===== src/rtl/rr_arbiter8.sv =====
// Round-robin arbiter: 8 requesters share one resource, grant held until released.
// Optional forced release after MAX_HOLD cycles when ARB_TIMEOUT_EN is defined.
module rr_arbiter8 #(
    parameter int N_REQ    = 8,
    parameter int MAX_HOLD = 16
) (
    input  logic                     clk,
    input  logic                     rst_n,
    input  logic [N_REQ-1:0]         req,
    input  logic                     done,
    output logic [N_REQ-1:0]         grant,
    output logic [$clog2(N_REQ)-1:0] grant_id,
    output logic                     grant_valid,
    output logic                     timeout
);

    localparam int IDW = $clog2(N_REQ);

    typedef enum logic {
        IDLE = 1'b0,
        BUSY = 1'b1
    } state_t;

    state_t             state_q, state_d;
    logic [IDW-1:0]     ptr_q, ptr_d;
    logic [N_REQ-1:0]   grant_q, grant_d;
    logic [IDW-1:0]     gid_q, gid_d;
    logic [IDW-1:0]     rel_ptr;
    logic               nat_rel;
    logic               force_rel;
    logic               new_grant;

    // First set request searching upward from p, wrapping at N_REQ.
    function automatic logic [IDW-1:0] rr_pick(input logic [N_REQ-1:0] r,
                                               input logic [IDW-1:0]   p);
        logic [IDW-1:0] idx;
        rr_pick = p;
        for (int k = N_REQ - 1; k >= 0; k--) begin
            idx = p + IDW'(k);
            if (r[idx]) rr_pick = idx;
        end
    endfunction

    function automatic logic [N_REQ-1:0] to_onehot(input logic [IDW-1:0] id);
        to_onehot = {{(N_REQ-1){1'b0}}, 1'b1} << id;
    endfunction

    assign nat_rel = done | ~req[gid_q];
    assign rel_ptr = gid_q + 1'b1;

    always_comb begin
        state_d   = state_q;
        ptr_d     = ptr_q;
        grant_d   = grant_q;
        gid_d     = gid_q;
        new_grant = 1'b0;
        case (state_q)
            IDLE: begin
                if (|req) begin
                    gid_d     = rr_pick(req, ptr_q);
                    grant_d   = to_onehot(gid_d);
                    state_d   = BUSY;
                    new_grant = 1'b1;
                end
            end
            BUSY: begin
                if (nat_rel | force_rel) begin
                    // Releasing owner becomes lowest priority; regrant with no bubble.
                    ptr_d = rel_ptr;
                    if (|req) begin
                        gid_d     = rr_pick(req, rel_ptr);
                        grant_d   = to_onehot(gid_d);
                        new_grant = 1'b1;
                    end else begin
                        gid_d   = '0;
                        grant_d = '0;
                        state_d = IDLE;
                    end
                end
            end
            default: begin
                state_d = IDLE;
                grant_d = '0;
                gid_d   = '0;
            end
        endcase
    end

    always_ff @(posedge clk) begin
        if (!rst_n) begin
            state_q <= IDLE;
            ptr_q   <= '0;
            grant_q <= '0;
            gid_q   <= '0;
        end else begin
            state_q <= state_d;
            ptr_q   <= ptr_d;
            grant_q <= grant_d;
            gid_q   <= gid_d;
        end
    end

`ifdef ARB_TIMEOUT_EN
    localparam logic [7:0] HOLD_LAST = 8'(MAX_HOLD - 1);

    logic [7:0] hold_cnt_q, hold_cnt_d;
    logic       timeout_q;

    // A natural release on the same edge wins over the forced one.
    assign force_rel = (state_q == BUSY) & (hold_cnt_q == HOLD_LAST) & ~nat_rel;

    always_comb begin
        hold_cnt_d = hold_cnt_q;
        if (new_grant) begin
            hold_cnt_d = '0;
        end else if (state_q == BUSY && !nat_rel && !force_rel) begin
            hold_cnt_d = hold_cnt_q + 8'd1;
        end
    end

    always_ff @(posedge clk) begin
        if (!rst_n) begin
            hold_cnt_q <= '0;
            timeout_q  <= 1'b0;
        end else begin
            hold_cnt_q <= hold_cnt_d;
            timeout_q  <= force_rel;
        end
    end

    assign timeout = timeout_q;
`else
    logic [7:0] unused_hold;
    logic       unused_new_grant;

    assign force_rel        = 1'b0;
    assign timeout          = 1'b0;
    assign unused_hold      = 8'(MAX_HOLD - 1);
    assign unused_new_grant = new_grant;
`endif

    assign grant       = grant_q;
    assign grant_id    = gid_q;
    assign grant_valid = |grant_q;

endmodule


===== config.mk =====
export PLATFORM = sky130hd
export DESIGN_NAME = rr_arbiter8
export DESIGN_NICKNAME = d
export VERILOG_FILES = /design/src/rtl/rr_arbiter8.sv
export SDC_FILE = /design/constraint.sdc
export NUM_CORES = 1
export LEC_CHECK = 0
export ABC_AREA = 1
export CAP_MARGIN = 0
export CORE_UTILIZATION = 46
export DETAILED_ROUTE_END_ITERATION = 8
export PLACE_DENSITY = 0.7
export SETUP_SLACK_MARGIN = 0.5
export SLEW_MARGIN = 10
export SYNTH_ARGS = -nofsm -noshare
export SYNTH_HDL_FRONTEND = slang
export SYNTH_SLANG_ARGS = --single-unit

===== constraint.sdc =====
create_clock -name clk -period 2.25 [get_ports clk]
set_input_delay 0.675 -clock clk [delete_from_list [all_inputs] [get_ports clk]]
set_output_delay 0.675 -clock clk [all_outputs]
set_load 0.02 [all_outputs]

==> results of run 1 <==
routing by layer:
layer | vias to the layer above | global-route usage (%) | part of all wire, % | routed length (um)
li1 | 1499 | - | - | -
met1 | 1399 | 36.2 | 42 | 3270
met2 | 118 | 49.6 | 49 | 3800
met3 | 18 | 2.39 | 6.7 | 517
met4 | 0 | 8.22 | 2.0 | 157
met5 | - | 0 | 0 | 0
what timing repair did:
| action | in CTS | in global routing |
|---|---|---|
| setup endpoints to repair | 26 | 17 |
| gates cloned | 1 | 0 |
| setup buffers | 4 | 2 |
| gates resized for setup | 91 | 93 |
| pin swaps | 18 | 23 |
flip-flops by register name, summed over array words and instances, names as in the netlist:
name,cells
grant,8
grant_id,3
ptr_q,3
state_q,1
area by class of cell:
| cell class | count | area [um2] | share of cell area, % |
|---|---|---|---|
| multi-input cells | 350 | 2090 | 61.5 |
| inverters | 58 | 230 | 6.76 |
| well taps | 52 | 65.1 | 1.91 |
| clock buffers | 4 | 45.0 | 1.32 |
| repair buffers | 74 | 654 | 19.2 |
| flip-flops and latches | 15 | 315 | 9.26 |
critical path, delay by kind of cell, from the launching register on:
| kind | cells | cell delay [ps] |
|---|---|---|
| AND/OR/NAND/NOR | 18 | 1320 |
| buffers and inverters | 3 | 190 |
| flip-flops | 1 | 370 |
| adder cells (fa/ha/maj) | 1 | 310 |
kinds of logic (layout without fill, tap and decap cells):
family,count (synthesis),after routing,synth area share [%]
and+or+nand+nor,307,307,59.7
DFF,15,15,13.6
AOI/OAI and AO/OA,33,33,7.93
xor gates and xnor gates,5,5,2.32
buffers and inverters,70,136,14.0
adders and majority gates,4,4,2.27
other,1,1,0.170
through the flow:
stage                     utilization, %  area [um2]  setup WS, ps
final                               76.1        3400         -52.8
after global routing                76.1        3400          -185
after CTS                           68.5        3060          41.5
after detailed placement            63.0        2820          -510
after global placement              63.0        2820          -509
after floorplan                        -        2270          77.4
worst min path at each step:
stage | cells after the start | slack (ps) | end
floorplan | 2 | 570 | ptr_q[0]
global placement | 2 | 540 | grant[5]
detailed placement | 2 | 540 | grant[5]
CTS | 2 | 560 | grant[5]
global route | 2 | 600 | grant[0]
finish | 2 | 570 | grant[4]
cells in the final DEF (no fill, tap or decap), types with 2 or more instances in the layout:
cell type	count
o21ai_1	4
nor4_4	2
nand2_1	135
a31oi_1	3
nor2_2	6
buf_4	45
inv_4	3
nor2_4	2
o21ai_0	10
inv_2	7
xnor2_1	2
clkbuf_2	3
dfxtp_4	2
xor2_1	2
inv_1	47
buf_6	5
nand3_4	5
dfxtp_1	7
nand3_1	46
nand2_2	39
a21oi_1	12
ha_4	3
clkdlybuf4s50_1	2
dfxtp_2	6
nand3_2	25
nand2_4	19
buf_12	2
nor2_1	25
nor4_1	2
dlygate4sd2_1	8
a21oi_2	2
clkbuf_8	3
clkdlybuf4s15_2	6
==> flow_summary.toml, run 1 <==
[run_status]
outcome = "finished, violations left"
violations = "design-rule violations, negative setup slack"

[synth]
syn-num-nets = 450
post-synth-top-area-fraction_pct = 30.9
synth.distinct_cells = 26
synth-main-ff-cell = "dfxtp_1"
yosys.area.top_type = "nand2_1"
synth_edf_count = 0
synth_area_mm2 = 0.00221
syn_avg_cell_area_um2 = 5.08
async_flop_share_pct = 0
ys_ff_latch = 15
ys_warn_count = 0
synth_cells = 435
ys_top_cells_by_area = "nand2_1 (31%), nand3_1 (16%), dfxtp_1 (14%)"
yosysMostFrequentCell = "nand2_1"
yosysSeqAreaShare_pct = 13.6
ys_top_cells_by_count = "nand2_1 (182), nand3_1 (70), inv_1 (51)"

[clock_tree]
cts_sinks = 15
cts_root_buf = "clkbuf_8"
clock_latency_ps = 250
cts_tree = "done"
ctsHoldBuffers = 0
clkTransAtPathRegs_ps = 60
cts_buffers = 3
clk_path_buf_depth = 2
h-tree-depth = 1

[die]
rows = 24
die_height_um = 71.3
die_width_um = 71.3
dieArea_mm2 = 0.00508
initial_core_util_pct = 49.4
ios = 24
coreArea_mm2 = 0.00447

[routing]
drtPass1Iterations = 7
drtIter0Drc = 219
vias = 3034
drt-total-wl_um = 7750
route.detailed.drc = 1
drtAntennaViolNets = 0
wire_per_inst_um = 14.0
vias_per_cell = 5.49

[flow_run]
drv_cap = 0

[global_routing]
grt_overflow_total = 0
grt_max_degree = 19
antenna_found_initial = 0
grt_pass1_wl_um = 11600
grt.total_usage_pct = 28.0
grt_pass1_vias = 2731

[setup_path]
crit_path_cell_trace = "inv_6 -> ha_4 -> buf_12 -> nand2_4 -> nand2_8 -> nand2_4 -> nand2_4 -> nand2_4 -> nand2_4 -> inv_2 -> nand2_1 -> nand2_1 -> nand2_1 -> nand2_1 -> nand2_2 -> nand2_2 -> nand2_4 -> nand2_4 -> nand2_2 -> nor2_1 -> nor2_1 -> nor2_1"
path_max_fanout = 6
slowest_stage = "dfxtp_4"
crit_arrival_ps = 2450
rr_worst_depth = 22
cpPeakStageDelay_ps = 370
worst_setup_path_start_kind = "register"
crit_path_end = "grant[4]"
critical_path_class = "register to register"
crit_top_cell = "nand2_4"
timing.rr.end = "grant[4]"
rrSetupSlack_ps = -50
worstPathRequired_ps = 2390
r2r-start = "grant_id[0]"
worstSetupEndpointType = "register"
crit_start = "grant_id[0]"

[final_layout]
fillers = 359
layout.cells.non_filler = 553
syn_to_final_growth_pct = 54.1
antennaDiodeCount = 0
drive_above_1_share_pct = 38.3
nets = 517

[timing]
holdWs_ps = 574
fin_crit_ps = 2300
fmax_mhz = 434
finClkSkew_ps = 0.844
final_hold_viol_count = 0
min_period_over_period_pct = 102
drv_slew = 0
setup_violations = 7
worst_slack_ps = -52.8
rsz0062_at_grt = "yes"
setup_tns_ps = -238

[min_path]
hold_path_class = "register to register"
worstHoldStart = "grant[4]"

[place]
hpwlAfterDp_um = 5150
gp_congestion = 0.945
port_buffers = 22
dp_cells = 542
Power of run 1 is not shown: default switching activity piles up to over one toggle a cycle in this logic, so the estimate is an artifact.
==> run 2: changes to the inputs <==
clock period = 2 ns   (was 2.25 ns; I/O delays follow)
==> flow_summary.toml, run 2 (synthesis gave the netlist of run 1 again) <==
[run_status]
outcome = "finished, violations left"
violations = "design-rule violations, negative setup slack"

[clock_tree]
clock_latency_ps = 250
cts_sinks = 15
h-tree-depth = 1
ctsHoldBuffers = 0
cts_buffers = 3
cts_root_buf = "clkbuf_8"
clkTransAtPathRegs_ps = 60
clk_path_buf_depth = 2
cts_tree = "done"

[final_layout]
nets = 524
layout_common_cells = "nand2_1 (131), nand3_1 (49), buf_4 (49)"
final_cell_area_mm2 = 0.00349
antennaDiodeCount = 0
layout.cells.non_filler = 560
multi_input_area_mm2 = 0.00215
largest_register_ffs = 8
final_common_cell = "nand2_1"
fillers = 325
syn_to_final_growth_pct = 57.8
drive_above_1_share_pct = 41.7
layout.area.seq_um2 = 314

[global_routing]
use_met3_pct = 3.38
grt_pass1_vias = 2704
grt_max_degree = 22
top_usage_layer = "met2"
met2_usage_pct = 50.1
grt_overflow_total = 0
grt.total_usage_pct = 28.4
antenna_found_initial = 0
grt_pass1_wl_um = 11700
grt_use_met1_pct = 36.5

[flow_run]
drv_cap = 0

[die]
ios = 24
initial_core_util_pct = 49.4
rows = 24
die_width_um = 71.3
coreArea_mm2 = 0.00447
dieArea_mm2 = 0.00508
die_height_um = 71.3

[routing]
drtAntennaViolNets = 0
drt-total-wl_um = 7990
vias = 3108
wire_per_inst_um = 14.3
route.detailed.drc = 1
drtPass1Iterations = 8
drtIter0Drc = 343
vias_per_cell = 5.55

[setup_path]
worst_setup_path_start_kind = "register"
r2r-start = "grant_id[0]"
critical_path_class = "register to register"
path_max_fanout = 4
worstPathRequired_ps = 2190
crit_arrival_ps = 2510
worstSetupEndpointType = "register"
crit_start = "grant_id[0]"

[timing]
worst_slack_ps = -318
finClkSkew_ps = 3.05
setup_violations = 11
drv_slew = 0
min_period_over_period_pct = 116
rsz0062_at_grt = "yes"
fin_crit_ps = 2320
setup_tns_ps = -3000
final_hold_viol_count = 0
fmax_mhz = 431

[place]
port_buffers = 22
dp_cells = 544
place_ws_ps = -699
hpwlAfterDp_um = 5300
gp_congestion = 0.900
place_area_mm2 = 0.00283

[min_path]
worstHoldStart = "grant[0]"
hold_path_class = "register to register"
==> run 2: cell count changes in the layout (fill, tap and decap cells not counted), moves of 4 or more <==
cell           change
dlygate4sd2_1      -7
buf_2              +4
nand3_2            -5
clkbuf_2           +4
buf_6              +5
buf_4              +4
nand2_1            -4
nand2_4            +4
==> run 2: stage by stage <==
step,util (%),hold slack (ps)
after floorplan,-,565
after global placement,63.3,542
after detailed placement,63.3,538
after CTS,68.0,557
after global routing,77.9,619
final,77.9,551
==> run 2: cell type report <==
type | count | share of cell area, %
multi-input cells | 350 | 61.8
repair buffers | 81 | 19.3
flip-flops and latches | 15 | 9.01
inverters | 58 | 6.68
well taps | 52 | 1.87
clock buffers | 4 | 1.29
==> run 2: repair_timing <==
| action | CTS | global route |
|---|---|---|
| gates cloned | 0 | 0 |
| pin swaps | 17 | 42 |
| setup buffers | 5 | 7 |
| resized for setup | 95 | 128 |
| setup endpoints to repair | 27 | 25 |
==> run 2: routing by layer <==
| layer | up-vias | wire (um) |
|---|---|---|
| met1 | 1434 | 3270 |
| li1 | 1505 | - |
| met5 | - | 0 |
| met2 | 142 | 3930 |
| met4 | 0 | 229 |
| met3 | 27 | 570 |
==> run 2: worst paths after layout <==
| check | endpoint | slack (ps) | cells past startpoint |
|---|---|---|---|
| min reg2reg | grant[0] | 550 | 2 |
| max | grant[5] | -320 | 19 |
| max reg2reg | grant[5] | -320 | 19 |
| min | grant[0] | 550 | 2 |
==> run 2: worst max-delay path: stages, from the launching register on <==
cell	delay (ps)
dfxtp_4	370
inv_6	40
ha_4	260
buf_4	150
buf_4	130
nand3_1	90
nand2_2	80
nand2_1	100
nand2_1	70
nor2_2	100
nand2_1	60
nand3_2	60
nand2_2	70
nand2_2	80
nand2_2	80
nand2_1	120
nand3_1	140
nor2_1	130
nor2_2	50
nor2_1	80
Power of run 2 is left out for the same reason.
==> run 3: changes to the inputs <==
SLEW_MARGIN = unset   (was 10)
==> results of run 3 <==
Same layout as run 2: the final DEF is identical, and so are final timing and power.
Power of run 3 is left out for the same reason.
